**config.mk**
```make
export PLATFORM = sky130hd
export DESIGN_NAME = lh_msg_sender
export DESIGN_NICKNAME = d
export VERILOG_FILES = /design/src/rtl/lh_pkg.sv /design/src/rtl/lh_byte_fifo.sv /design/src/rtl/lh_msg_sender.sv
export SDC_FILE = /design/constraint.sdc
export NUM_CORES = 1
export LEC_CHECK = 0
export ABC_AREA = 1
export CAP_MARGIN = 20
export CORE_UTILIZATION = 49
export CTS_CLUSTER_DIAMETER = 80
export DETAILED_ROUTE_END_ITERATION = 16
export PLACE_DENSITY = 0.85
export SETUP_SLACK_MARGIN = 0.3
export SLEW_MARGIN = 15
export SYNTH_ARGS = -nofsm -noshare
export SYNTH_HDL_FRONTEND = slang
export SYNTH_HIERARCHICAL = 1
export SYNTH_SLANG_ARGS = --single-unit
export TNS_END_PERCENT = 50
```
**constraint.sdc**
```tcl
create_clock -name clk -period 2.25 [get_ports clk]
set_clock_uncertainty 0.2 [all_clocks]
set_input_delay 0.3375 -clock clk [delete_from_list [all_inputs] [get_ports clk]]
set_output_delay 0.3375 -clock clk [all_outputs]
set_load 0.01 [all_outputs]
```
**src/rtl/lh_pkg.sv**
```systemverilog
// ---------------------------------------------------------------------------
// lh_pkg
// Shared definitions for the light-hash byte protocol sender.
//   lh_state_t  : encoding of the hash core's 2-bit state input
//   fsm_state_t : sender sequencing FSM states
//   LH_IV       : hash initial value, loaded by the core on a HEAD cycle
//   LH_FIFO_W   : width of one buffered input entry, {last, byte}
// ---------------------------------------------------------------------------
package lh_pkg;

    typedef enum logic [1:0] {
        LH_HEAD = 2'b00,
        LH_TAIL = 2'b01,
        LH_MSG  = 2'b10,
        LH_IDLE = 2'b11
    } lh_state_t;

    typedef enum logic [2:0] {
        S_IDLE,
        S_HEAD,
        S_MSG,
        S_TAIL,
        S_WAIT_DG,
        S_OUT
    } fsm_state_t;

    localparam logic [63:0] LH_IV = 64'h34550F14DAC02BEE;

    localparam int LH_FIFO_W = 9;

endpackage

```
**src/rtl/lh_byte_fifo.sv**
```systemverilog
// ---------------------------------------------------------------------------
// lh_byte_fifo
// Synchronous show-ahead FIFO: rd_data always shows the oldest entry while
// empty is low; rd_en consumes it. full/empty are registered flags derived
// from the next occupancy, so they are exact in the cycle after each edge.
// Ports:
//   clk, rst_n        clock, asynchronous active-low reset
//   wr_en, wr_data    push (ignored while full)
//   rd_en, rd_data    pop (ignored while empty), head-of-queue data
//   full, empty       occupancy flags
// DEPTH must be a power of two so the pointers wrap naturally.
// ---------------------------------------------------------------------------
module lh_byte_fifo #(
    parameter int WIDTH = 9,
    parameter int DEPTH = 16
) (
    input  logic             clk,
    input  logic             rst_n,
    input  logic             wr_en,
    input  logic [WIDTH-1:0] wr_data,
    input  logic             rd_en,
    output logic [WIDTH-1:0] rd_data,
    output logic             full,
    output logic             empty
);

    localparam int AW = $clog2(DEPTH);

    logic [WIDTH-1:0] mem [DEPTH];
    logic [AW-1:0]    wr_ptr_reg, rd_ptr_reg;
    logic [AW:0]      count_reg, count_next;
    logic             full_reg, empty_reg;
    logic             wr_fire, rd_fire;

    assign wr_fire = wr_en & ~full_reg;
    assign rd_fire = rd_en & ~empty_reg;

    always_comb begin
        count_next = count_reg;
        if (wr_fire && !rd_fire) begin
            count_next = count_reg + (AW+1)'(1);
        end else if (rd_fire && !wr_fire) begin
            count_next = count_reg - (AW+1)'(1);
        end
    end

    always_ff @(posedge clk or negedge rst_n) begin
        if (!rst_n) begin
            wr_ptr_reg <= '0;
            rd_ptr_reg <= '0;
            count_reg  <= '0;
            full_reg   <= 1'b0;
            empty_reg  <= 1'b1;
        end else begin
            if (wr_fire) wr_ptr_reg <= wr_ptr_reg + AW'(1);
            if (rd_fire) rd_ptr_reg <= rd_ptr_reg + AW'(1);
            count_reg <= count_next;
            full_reg  <= (count_next == (AW+1)'(DEPTH));
            empty_reg <= (count_next == '0);
        end
    end

    // Storage has no reset; stale contents are never visible because the
    // pointers and flags are reset.
    always_ff @(posedge clk) begin
        if (wr_fire) mem[wr_ptr_reg] <= wr_data;
    end

    assign rd_data = mem[rd_ptr_reg];
    assign full    = full_reg;
    assign empty   = empty_reg;

endmodule

```
**src/rtl/lh_msg_sender.sv**
```systemverilog
// ---------------------------------------------------------------------------
// lh_msg_sender
// Upstream end of the light-hash byte protocol. Buffers framed bytes from a
// valid/ready source, sequences them into the hash core as HEAD, MSG...,
// TAIL, then captures the digest and offers it on a valid/ready port.
// One message in flight at a time.
// Ports:
//   clk, rst_n                       clock, asynchronous active-low reset
//   in_byte/in_valid/in_last/in_ready   framed byte source
//   lh_message_byte/_valid, lh_state    drive the hash core
//   lh_digest, lh_digest_ready          result from the hash core
//   out_digest/out_len/out_err          captured result
//   out_valid/out_ready                 result handshake
//   busy                                FSM not idle
// Build option: define LH_TX_TIMEOUT_EN to bound the digest wait to
// TIMEOUT_CYCLES cycles; on expiry the result reports out_err=1, digest 0.
// ---------------------------------------------------------------------------
module lh_msg_sender
    import lh_pkg::*;
#(
    parameter int FIFO_DEPTH     = 16,
    parameter int LEN_W          = 16,
    parameter int TIMEOUT_CYCLES = 64
) (
    input  logic             clk,
    input  logic             rst_n,
    input  logic [7:0]       in_byte,
    input  logic             in_valid,
    input  logic             in_last,
    output logic             in_ready,
    output logic [7:0]       lh_message_byte,
    output logic             lh_message_valid,
    output logic [1:0]       lh_state,
    input  logic [63:0]      lh_digest,
    input  logic             lh_digest_ready,
    output logic [63:0]      out_digest,
    output logic [LEN_W-1:0] out_len,
    output logic             out_err,
    output logic             out_valid,
    input  logic             out_ready,
    output logic             busy
);

    fsm_state_t           state_reg, state_next;
    logic                 armed_reg;
    logic [7:0]           msg_byte_reg, msg_byte_next;
    logic                 msg_valid_reg, msg_valid_next;
    lh_state_t            lh_state_reg, lh_state_next;
    logic [LEN_W-1:0]     len_reg, len_next;
    logic [63:0]          out_digest_reg, out_digest_next;
    logic [LEN_W-1:0]     out_len_reg, out_len_next;
    logic                 out_err_reg, out_err_next;
    logic                 out_valid_reg, out_valid_next;
    logic                 busy_reg;

    logic                 fifo_full, fifo_empty, fifo_push, fifo_pop;
    logic [LH_FIFO_W-1:0] fifo_head;

`ifdef LH_TX_TIMEOUT_EN
    localparam int TW = $clog2(TIMEOUT_CYCLES + 1);
    logic [TW-1:0] tmo_reg, tmo_next;
`endif

    // armed_reg keeps in_ready low until the first edge after reset release.
    assign in_ready  = armed_reg & ~fifo_full;
    assign fifo_push = in_valid & in_ready;
    assign fifo_pop  = (state_reg == S_MSG) & ~fifo_empty;

    lh_byte_fifo #(
        .WIDTH (LH_FIFO_W),
        .DEPTH (FIFO_DEPTH)
    ) u_fifo (
        .clk     (clk),
        .rst_n   (rst_n),
        .wr_en   (fifo_push),
        .wr_data ({in_last, in_byte}),
        .rd_en   (fifo_pop),
        .rd_data (fifo_head),
        .full    (fifo_full),
        .empty   (fifo_empty)
    );

    // Outputs are computed from the current state and registered on the same
    // edge that advances the FSM, so each state's action appears one cycle
    // after that state is entered.
    always_comb begin
        state_next      = state_reg;
        msg_byte_next   = msg_byte_reg;
        msg_valid_next  = 1'b0;
        lh_state_next   = LH_IDLE;
        len_next        = len_reg;
        out_digest_next = out_digest_reg;
        out_len_next    = out_len_reg;
        out_err_next    = out_err_reg;
        out_valid_next  = out_valid_reg;
`ifdef LH_TX_TIMEOUT_EN
        tmo_next        = tmo_reg;
`endif
        case (state_reg)
            S_IDLE: begin
                if (!fifo_empty) state_next = S_HEAD;
            end
            S_HEAD: begin
                msg_valid_next = 1'b1;
                lh_state_next  = LH_HEAD;
                len_next       = '0;
                state_next     = S_MSG;
            end
            S_MSG: begin
                // An empty FIFO here is a source stall: idle cycles are
                // ignored by the core, so just hold valid low.
                lh_state_next = LH_MSG;
                if (!fifo_empty) begin
                    msg_valid_next = 1'b1;
                    msg_byte_next  = fifo_head[7:0];
                    if (len_reg != '1) len_next = len_reg + LEN_W'(1);
                    if (fifo_head[8]) state_next = S_TAIL;
                end
            end
            S_TAIL: begin
                msg_valid_next = 1'b1;
                lh_state_next  = LH_TAIL;
                state_next     = S_WAIT_DG;
`ifdef LH_TX_TIMEOUT_EN
                tmo_next       = '0;
`endif
            end
            S_WAIT_DG: begin
                if (lh_digest_ready) begin
                    out_digest_next = lh_digest;
                    out_len_next    = len_reg;
                    out_err_next    = 1'b0;
                    out_valid_next  = 1'b1;
                    state_next      = S_OUT;
                end
`ifdef LH_TX_TIMEOUT_EN
                else if (tmo_reg == TW'(TIMEOUT_CYCLES - 1)) begin
                    out_digest_next = '0;
                    out_len_next    = len_reg;
                    out_err_next    = 1'b1;
                    out_valid_next  = 1'b1;
                    state_next      = S_OUT;
                end else begin
                    tmo_next = tmo_reg + TW'(1);
                end
`endif
            end
            S_OUT: begin
                if (out_valid_reg && out_ready) begin
                    out_valid_next = 1'b0;
                    state_next     = S_IDLE;
                end
            end
            default: state_next = S_IDLE;
        endcase
    end

    always_ff @(posedge clk or negedge rst_n) begin
        if (!rst_n) begin
            state_reg      <= S_IDLE;
            armed_reg      <= 1'b0;
            msg_byte_reg   <= '0;
            msg_valid_reg  <= 1'b0;
            lh_state_reg   <= LH_IDLE;
            len_reg        <= '0;
            out_digest_reg <= '0;
            out_len_reg    <= '0;
            out_err_reg    <= 1'b0;
            out_valid_reg  <= 1'b0;
            busy_reg       <= 1'b0;
`ifdef LH_TX_TIMEOUT_EN
            tmo_reg        <= '0;
`endif
        end else begin
            state_reg      <= state_next;
            armed_reg      <= 1'b1;
            msg_byte_reg   <= msg_byte_next;
            msg_valid_reg  <= msg_valid_next;
            lh_state_reg   <= lh_state_next;
            len_reg        <= len_next;
            out_digest_reg <= out_digest_next;
            out_len_reg    <= out_len_next;
            out_err_reg    <= out_err_next;
            out_valid_reg  <= out_valid_next;
            busy_reg       <= (state_next != S_IDLE);
`ifdef LH_TX_TIMEOUT_EN
            tmo_reg        <= tmo_next;
`endif
        end
    end

    assign lh_message_byte  = msg_byte_reg;
    assign lh_message_valid = msg_valid_reg;
    assign lh_state         = lh_state_reg;
    assign out_digest       = out_digest_reg;
    assign out_len          = out_len_reg;
    assign out_err          = out_err_reg;
    assign out_valid        = out_valid_reg;
    assign busy             = busy_reg;

endmodule

```
### After elaboration in Yosys (flattened, before gate mapping)

Memories as Yosys holds them, arrays and structs flattened.
Cells that the tools add are included.

| operators by class | value |
|---|---|
| eq/ne operators | 11 |
| reductions and logical operators | 15 |
| add/subtract/negate cells | 5 |
| bitwise gates (word level) | 7 |
| multiplexer cells | 19 |

Operators with widths:

| kind | number |
|---|---|
| two-way mux 16 bit | 2 |
| one-hot mux 16 bit (2 select lines) | 1 |
| one-hot mux 3 bit (6 select lines) | 1 |
| adder 16 x 1 -> 16 bit (second input constant) | 1 |
| inequality test 16 bit (second input constant) | 1 |
| two-way mux 3 bit | 5 |
| two-way mux 5 bit | 2 |
| adder 4 x 1 -> 4 bit (second input constant) | 2 |
| == test 3 x 2 -> 1 bit (second input constant) | 2 |
| == test 3 bit (second input constant) | 2 |
| inequality test 2 bit (second input constant) | 3 |
| one-hot mux 2 bit (3 select lines) | 1 |
| AND reduction 3 bit | 2 |
| adder 5 x 1 -> 5 bit (second input constant) | 1 |
| bitwise AND 1 bit | 5 |
| == test 5 bit (second input constant) | 1 |
| zero test 5 bit | 1 |
| two-way mux 1 bit | 5 |
| subtractor 5 x 1 -> 5 bit (second input constant) | 1 |
| one-hot mux 1 bit (2 select lines) | 2 |
| AND reduction 2 bit | 2 |
| nonzero test 2 bit | 2 |
| == test 3 x 1 -> 1 bit (second input constant) | 1 |
| logical AND 1 bit | 3 |
| 6 further kinds | 8 |

| word-level totals | value |
|---|---|
| input bits | 78 |
| memory bits (writable) | 144 |
| logic and storage cells | 73 |
| memories kept | 1 |
| flip-flop bits (word level) | 128 |
| output and inout bits | 95 |

Memories:

| memory | depth | width | read ports | clocked after memory_dff | wr ports | line | text |
|---|---|---|---|---|---|---|---|
| u_fifo.mem | 16 | 9 | 1 | 0 | 1 | lh_byte_fifo.sv:29 | `logic [WIDTH-1:0] mem [DEPTH];` |

### Depth between registers and ports, before layout

| depth | value |
|---|---|
| depth in word-level cells | 9 |
| mapped depth | 15 |
| gate-level depth less buffers | 13 |

### Modules after synthesis

The synthesis kept the hierarchy.

Modules (own cells, without submodules):

| module | instances | sequential area each (um2) | cells an instance | area each (um2) |
|---|---|---|---|---|
| lh_byte_fifo | 1 | 4700.8 | 541 | 6583.8 |
| lh_msg_sender | 1 | 2830.2 | 572 | 4802.1 |

### Worst setup path after synthesis

No wires, ideal clock.

| timing path | value |
|---|---|
| path type | flip-flop to flip-flop |
| from | reg state_reg[2] |
| to | reg u_fifo.full_reg, in the netlist u_fifo/full |
| stages on the path, launching flop included | 15 |
| data arrival time | 1.789 ns |
| buffers on the path | 2 |
| data required time | 1.934 ns |
| library setup time | 0.116 ns |
| period minus slack after synthesis | 2.105 ns |
| slack | 0.145 ns |
| cells stage by stage | dfrtp_1 -> nor3_2 -> buf_4 -> nand2_1 -> inv_2 -> buf_2 -> inv_1 -> nor2_4 -> nand3_1 -> nand2_1 -> nand2_1 -> nand2_1 -> inv_1 -> nand3_1 -> nor2_1 |

| between the ends | value |
|---|---|
| word-level cells in the longest chain between the ends | 7 |
| elaborated cells between the ends (all ways) | 9 |
| those cells by class | 2 x eq/ne; 2 x mux; 2 x bitwise; 3 x reduce/logical |

Ends and longest elaborated chain:

| element | line | text |
|---|---|---|
| from (decl) | lh_msg_sender.sv:44 | `fsm_state_t state_reg, state_next;` |
| from (signal assigned) | lh_msg_sender.sv:175 | `state_reg <= state_next;` |
| == test 3 x 2 -> 1 bit (*) | lh_msg_sender.sv:67 | `assign fifo_pop = (state_reg == S_MSG) & ~fifo_empty;` |
| bitwise AND 1 bit (*) | lh_msg_sender.sv:67 |  |
| net fifo_pop | lh_msg_sender.sv:56 | `logic fifo_full, fifo_empty, fifo_push, fifo_pop;` |
| bitwise AND 1 bit (*) | lh_byte_fifo.sv:36 | `assign rd_fire = rd_en & ~empty_reg;` |
| logical AND 1 bit or zero test 1 bit (tied branches) | lh_byte_fifo.sv:42, lh_byte_fifo.sv:40 |  |
| two-way mux 5 bit or logical AND 1 bit (tied branches) | lh_byte_fifo.sv:42, lh_byte_fifo.sv:40 |  |
| two-way mux 5 bit (*) | lh_byte_fifo.sv:40 | `if (wr_fire && !rd_fire) begin` |
| net u_fifo.count_next[2] | lh_byte_fifo.sv:31 | `logic [AW:0] count_reg, count_next;` |
| == test 5 bit (*) | lh_byte_fifo.sv:58 | `full_reg <= (count_next == (AW+1)'(DEPTH));` |
| to (signal assigned) | lh_byte_fifo.sv:58 |  |
| to (decl) | lh_byte_fifo.sv:32 | `logic full_reg, empty_reg;` |

The timed path passes the listed nets; every way through them passes the cells marked *.
A chain may end at the register's enable or synchronous reset.

### Final worst setup path

| timing path | value |
|---|---|
| from | reg u_fifo.full_reg, in the netlist u_fifo/full |
| to | out in_ready |

| between the ends | value |
|---|---|
| word-level cells in the longest chain between the ends | 2 |

Ends and longest elaborated chain:

| element | line | text |
|---|---|---|
| NOT 1 bit | lh_msg_sender.sv:65 | `assign in_ready = armed_reg & ~fifo_full;` |
| bitwise AND 1 bit | lh_msg_sender.sv:65 |  |
| to (decl) | lh_msg_sender.sv:30 | `output logic in_ready,` |

No other way between the ends.

==> results.json <==
{
  "setup_viol": 0,
  "clock_latency_ns": 0.55,
  "synthArstFlopShare": 0.4706,
  "largest_register_ff_count": 144,
  "tritoncts": "yes",
  "die_area_mm2": 0.02385,
  "ir_worst_vdd_mv": 0.7912,
  "rsz0062_at_grt": "yes",
  "p_int_uw": 11760,
  "rows": 55,
  "synth_cells": 1113,
  "worst-path-buf-inv": 2,
  "slowest_stage": "dfrtp_1",
  "yosysSeqAreaShare": 0.6614,
  "status": "completed",
  "grt_pass1_wl_um": 46110,
  "fin_crit_sh": 0.9107,
  "cp-end-kind": "output pin",
  "pwr-share-seq": 0.375,
  "maxCapViolCount": 0,
  "vias_per_cell": 5.491,
  "fin_crit_ns": 2.049,
  "path_cells": "buf_4 > nor2_1 > dlygate4sd2_1",
  "cts_made_buffers": 28,
  "dieWidth_um": 154.4,
  "route.detailed.drc": 0,
  "drive_above_1_share": 0.1322,
  "fmax_mhz": 488.0,
  "hold_viol": 0,
  "cts.sink_count": 272,
  "worstSetupStartpointType": "register",
  "clkPwrFrac": 0.236,
  "synth_nets": 1199,
  "grt_start_max_net_pins": 84,
  "arrival_ns": 1.51,
  "p_per_area_mw_per_mm2": 1230,
  "combPwrFrac": 0.388,
  "htreeDepth": 1,
  "routedWlPerCell_um": 19.07,
  "finalHoldWorstSlack_ns": 0.1308,
  "start_util": 0.5014,
  "pin_count": 173,
  "path_delay_family": "buffers and inverters",
  "pre_cts_ws_ns": -0.2267,
  "final.setup.tns_ns": 0,
  "vias": 8999,
  "dp_hpwl_um": 19460,
  "relSlewSlack": 0.6257,
  "synth_cell_types": 40,
  "antenna_found_initial": 0,
  "grt_pass1_vias": 8814,
  "switchingPower_uw": 6702,
  "coreArea_mm2": 0.02271,
  "syn_area_mm2": 0.01139,
  "synth_edf_count": 144,
  "diodes": 0,
  "synth-seq-cells": 272,
  "crit_type": "reg2out",
  "hp-class": "in2reg",
  "fin_cells": 1639,
  "nNetsFinal": 1418,
  "place_inst": 1574,
  "place_congestion": 0.8916,
  "multiInputGateArea_mm2": 0.003498,
  "area_growth_pct": 31.86,
  "yosysWarningCount": 6,
  "drv_slew": 0,
  "io_buffer_count": 171,
  "seqCellArea_mm2": 0.007537,
  "synth-main-ff-cell": "edfxtp_1",
  "p_leak_uw": 0.006883,
  "final.setup.worst_slack_ns": 0.2010,
  "worst_slew_pin_slew_ns": 0.5615,
  "grt-ovfl-total": 0,
  "postLayoutCoreUtil": 0.6611,
  "fp.dieH_um": 154.4,
  "cts-root-buf": "clkbuf_16",
  "p_sw_frac": 0.3631,
  "drt_iter0_markers": 862,
  "grtUsageTotal": 0.2495,
  "critPathRequiredTime_ns": 1.71,
  "drt-total-wl_um": 31260,
  "worstPathMaxFanout": 2,
  "clockBufferDepth": 3,
  "cts.clk_slew.worst_paths_ns": 0.06,
  "syn_area_per_cell_um2": 10.23,
  "drtPass1Iterations": 5,
  "fill_cells": 1602,
  "cp_slowest_stage_delay_ns": 0.41,
  "final_antenna_net_count": 0
}
worst register-to-register path, stage by stage, from the launching register on:
cell	delay (ns)
dfrtp_2	0.47
buf_4	0.17
clkbuf_16	0.21
o21ai_0	0.25
o211ai_1	0.18
nand3_1	0.15
nand2_1	0.11
nand2_1	0.11
nand2_1	0.07
what timing repair did:
item / in CTS / in global routing
pin swaps: 2 / 23
setup buffers: 3 / 6
cloned: 0 / 3
hold buffers: 1 / 0
resized for setup: 7 / 108
setup endpoints to repair: 251 / 229
hold endpoints to repair: 76 / 0
cell usage after synthesis (5+ instances only):
| library cell | instances | area (um^2) |
|---|---|---|
| ha_1 | 8 | 100.1 |
| nand4_1 | 8 | 50.05 |
| buf_4 | 5 | 37.54 |
| dfrtp_1 | 125 | 3128 |
| o21ai_1 | 10 | 50.05 |
| clkbuf_1 | 10 | 37.54 |
| nand2_2 | 9 | 56.30 |
| nor2_1 | 139 | 521.8 |
| xor2_1 | 10 | 87.58 |
| inv_1 | 50 | 187.7 |
| buf_2 | 28 | 140.1 |
| o211ai_1 | 37 | 277.8 |
| nand3_1 | 45 | 225.2 |
| o21ai_0 | 77 | 385.4 |
| a21oi_1 | 12 | 60.06 |
| edfxtp_1 | 144 | 4324 |
| inv_2 | 6 | 22.52 |
| nand2_1 | 354 | 1329 |
area by class of cell:
class                           count  share of cell area
Sequential cell                   272              0.5020
Clock inverter                      8            0.003500
Timing Repair Buffer              237              0.1662
Multi-Input combinational cell    733              0.2330
Tap cell                          285             0.02375
Clock buffer                       44             0.05475
Inverter                           60             0.01675
power by group through the flow:
stage | sequential (uW) | combinational, uW | clock, uW
6_report | 6920 | 7170 | 4370
2_1_floorplan | 7200 | 3260 | 0
3_5_place_dp | 6960 | 6520 | 0
4_1_cts | 6890 | 6630 | 4410
3_3_place_gp | 6910 | 6310 | 0
5_1_grt | 7030 | 7760 | 4600
layer usage:
layer	up-vias	track usage	wire (um)
met2	447	0.4449	16370
met1	4332	0.3011	11450
li1	4126	-	-
met3	94	0.04007	2212
met5	-	0	0
met4	0	0.1033	1225
per-stage QoR:
step                      total power [uW]  instance area, um^2
after floorplan                      10460                11400
after detailed placement             13480                13690
final                                18460                15010
after global placement               13220                13690
after global routing                 19380                15010
after CTS                            17930                14610
final timing paths:
check                                     startpoint              endpoint  slack (ns)  cells past startpoint
max in group asynchronous                      rst_n          u_fifo/empty        1.08                      3
min in group asynchronous                      rst_n  u_fifo/rd_ptr_reg[2]        0.14                      2
worst min register to register         out_digest[5]         out_digest[5]        0.26                      2
worst max-delay path                     u_fifo/full              in_ready        0.20                      3
worst max register to register  u_fifo/rd_ptr_reg[0]    lh_message_byte[4]        0.22                      8
worst min-delay path                   lh_digest[59]        out_digest[59]        0.13                      3
cells by family (layout without fill, tap and decap cells):
logic type,Yosys count,count (layout),share of synthesized area
adders and majority gates,8,8,0.008792
xor gates and xnor gates,10,10,0.007692
buffers and inverters,109,349,0.04440
other,2,2,0.0006596
and+or+nand+nor,571,572,0.2051
DFF,272,272,0.6614
AOI/OAI and AO/OA,141,141,0.07198
cells in the final DEF, fill, tap and decap left out, types with 4 or more instances in the layout:
| master | count |
|---|---|
| nand2_4 | 5 |
| buf_12 | 7 |
| clkbuf_8 | 4 |
| nand3_2 | 9 |
| nand2_2 | 19 |
| nor2_4 | 4 |
| dfrtp_1 | 120 |
| ha_1 | 7 |
| nor2_1 | 131 |
| nor2_2 | 8 |
| dlymetal6s2s_1 | 52 |
| inv_1 | 47 |
| edfxtp_1 | 144 |
| clkbuf_1 | 11 |
| a21oi_1 | 12 |
| buf_4 | 51 |
| xor2_1 | 10 |
| dfrtp_2 | 5 |
| nand4_1 | 8 |
| inv_2 | 6 |
| buf_6 | 5 |
| o21ai_0 | 69 |
| clkbuf_16 | 31 |
| clkinv_2 | 5 |
| nand2_1 | 341 |
| nand3_1 | 38 |
| o211ai_1 | 37 |
| o21ai_1 | 16 |
| clkdlybuf4s50_1 | 115 |
No activity file was read; power rests on OpenSTA's default activity.
==> RTL change: new RTL, same settings <==
Change the parameter `LEN_W` from 16 to 8.
--- a/src/rtl/lh_msg_sender.sv
+++ b/src/rtl/lh_msg_sender.sv
@@ -20,5 +20,5 @@
 #(
     parameter int FIFO_DEPTH     = 16,
-    parameter int LEN_W          = 16,
+    parameter int LEN_W          = 8,
     parameter int TIMEOUT_CYCLES = 64
 ) (
Ports: changed (resized out_len); port bits go from 173 to 165. The function was not compared with the original's and may differ.
==> RTL change against the original RTL <==
Sequential cell count shrank 16. Design area fell by 6.4%. Via count decreased by 3.4%. Synthesized area is 7.3% lower. Sequential power down 4.8%. Combinational power decreased by 2%. Hold slack worse by 0.037 ns. Synthesized cell count fell by 9.8%. Worst setup slack got worse by 0.063 ns. Die area fell by 7.2%. First-iteration DRC count increased by 29%. Non-clock buffer count rose by 5. Wire length down 0.98%. Total power shrank 4.8%. Highest routed layer is now met5.
==> RTL change: results (changes against the original RTL) <==
| Metric | Value |
|---|---|
| Port Buffer Count | `163 (-4.7%)` |
| CP max stage delay | `0.44 ns (+0.03 ns)` |
| Skew-Pair Late Insertion Delay | `0.54 ns` |
| Synth top area cells | `edfxtp_1 (41%), dfrtp_1 (26%), nand2_1 (8.8%)` |
| Layout cells sized above 1 | `13.4% (+0.19 points)` |
| Post-synthesis sequential area ratio | `67.5% (+1.4 points)` |
| Detail Placement HPWL | `17700 um (-9.0%)` |
| Leak Pwr | `5.90 nW (-14%)` |
| Post-placement cell area | `12800 um2 (-6.8%)` |
| Arrival time worst endpoint | `2.31 ns (+0.80 ns)` |
| Top cells by count, synth | `nand2_1 (247), edfxtp_1 (144), nor2_1 (124)` |
| Longest Clk Path Bufs | `3 (unchanged)` |
| Reg2reg end | `busy$_DFF_PN0_` |
| Post-synthesis adder-cell area fraction | `0.948% (+0.069 points)` |
| GPL Wtd Cong | `0.881 (-1.2%)` |
| CP Max Fanout | `42 (+40)` |
| Largest register FFs | `144 (unchanged)` |
| Global-route wire length before repair | `43000 um (-6.7%)` |
| Iter 0 DRT Violations | `1109 (+29%)` |
| CP max-delay cell | `dfrtp_2` |
| Syn Area/Cell | `10.5 um2 (+2.8%)` |
| Outcome | `finished, final reports clean` |
| Synth Net Count | `1090 (-9.1%)` |
| Ys async rst share | `43.8% (-3.3 points)` |
| First drt pass iteration count | `7 (+2)` |
| Largest net degree at the start of global routing | `70 (-17%)` |
| Synth Area in XOR/XNOR | `0.498% (-0.27 points)` |
| Slew margin rel. | `49.9% (-13 points)` |
| Register Area | `7140 um2 (-5.3%)` |
| Post-synthesis compound-gate area fraction | `7.16% (-0.039 points)` |
| Initial antenna violation count | `1 (+1)` |
| Cells after DPL | `1443 (-8.3%)` |
| Total GRT Usage | `25.2% (+0.30 points)` |
| Via-to-Cell Ratio | `5.75 (+4.6%)` |
| Number of fill cells | `1368 (-15%)` |
| Worst VDD drop | `651 uV (-18%)` |
| Inserted Clock Buffers | `25 (-11%)` |
| Post-layout nets | `1307 (-7.8%)` |
| Min-Delay Path Class | `in2async` |
| Flop2flop setup slack | `0.14 ns (-0.08 ns)` |
| R2R depth | `11 (+3)` |
| Fin cells | `1513 (-7.7%)` |
| Routed WL per cell | `20.5 um (+7.3%)` |
| Vias in the first global route | `8091 (-8.2%)` |
| Fin. Hold Viols | `0 (unchanged)` |
| Synth unique cells | `32 (-20%)` |
| Worst path top cell family by delay | `simple AND/OR/NAND/NOR gates` |
-- RTL change: cell count changes in the layout (fill, tap and decap cells not counted), sizes merged, moves of 17 or more --
cell           before  now
dlymetal6s2s       52    6
nand3              47  109
nand2             367  251
clkdlybuf4s50     115  152
nor2              143  126
-- RTL change: worst register-to-register path: stages (launching register included) --
cell and delay, ns:
dfrtp_2 0.44, buf_12 0.19, nor2_1 0.13, nor2_1 0.05
o21ai_1 0.12, o211ai_1 0.13, nand3_1 0.11, nand2_1 0.14
o21ai_1 0.18, nand3_1 0.13, nor2_1 0.11, nand2_1 0.06
-- RTL change: worst max path at each step --
stage	startpoint	end	depth (start not counted)
final	u_fifo/rd_ptr_reg[0]$_DFFE_PN0P_	busy$_DFF_PN0_	11
after global routing	u_fifo/rd_ptr_reg[0]$_DFFE_PN0P_	busy$_DFF_PN0_	11
after CTS	u_fifo/rd_ptr_reg[0]$_DFFE_PN0P_	busy$_DFF_PN0_	10
after detailed placement	in_valid	u_fifo/mem[0][1]$_DFFE_PP_	7
after global placement	in_valid	u_fifo/mem[8][7]$_DFFE_PP_	7
after floorplan	u_fifo/full$_DFF_PN0_	u_fifo/mem[11][0]$_DFFE_PP_	6
-- RTL change: report_power, final --
group / leakage, nW / total, mW / switching, mW / internal, mW
Clock: 0.377 / 3.97 / 1.74 / 2.22
Combinational: 2.82 / 7.02 / 4.15 / 2.87
Sequential: 2.70 / 6.59 / 0.655 / 5.93
Total: 5.90 / 17.6 / 6.54 / 11.0
-- RTL change: repair_timing --
action,in CTS,in global routing
pin swaps,2,17
resized for setup,17,85
buffers inserted,2,14
setup endpoints to repair,206,248
hold endpoints to repair,112,0
gates cloned,1,8
hold buffers,1,0
-- RTL change: final cells by class --
class                      count  area share [%]
sequential                   256            50.8
multi-input combinational    646            22.7
timing repair buffer         242            17.3
clock buffer                  33            4.81
tap                          275            2.45
inverter                      50            1.42
clock inverter                11           0.597
-- RTL change: cell families (layout without fill, tap and decap cells) --
family,Yosys count,count (layout)
simple gates,497,497
other cells,2,2
xor+xnor,6,6
buf+inv,102,336
compound gates,133,133
fa+ha+maj,8,8
flops,256,256
-- RTL change: per-layer routing --
| layer | up-vias | track usage, % | wire length, um |
|---|---|---|---|
| met3 | 114 | 4.68 | 3160 |
| met1 | 4143 | 30.9 | 10600 |
| met2 | 607 | 44.0 | 15800 |
| met5 | - | 0 | 12 |
| met4 | 2 | 10.5 | 1400 |
| li1 | 3827 | - | - |
-- RTL change: per-stage QoR --
step | setup TNS, ns | setup slack, ns | hold slack [ns]
floorplan | 0 | 0.148 | -0.158
global placement | -19.83 | -0.169 | 0.114
detailed placement | -25.78 | -0.237 | 0.115
CTS | 0 | 0.176 | 0.120
global route | -0.0194 | -0.0194 | 0.132
finish | 0 | 0.138 | 0.0942
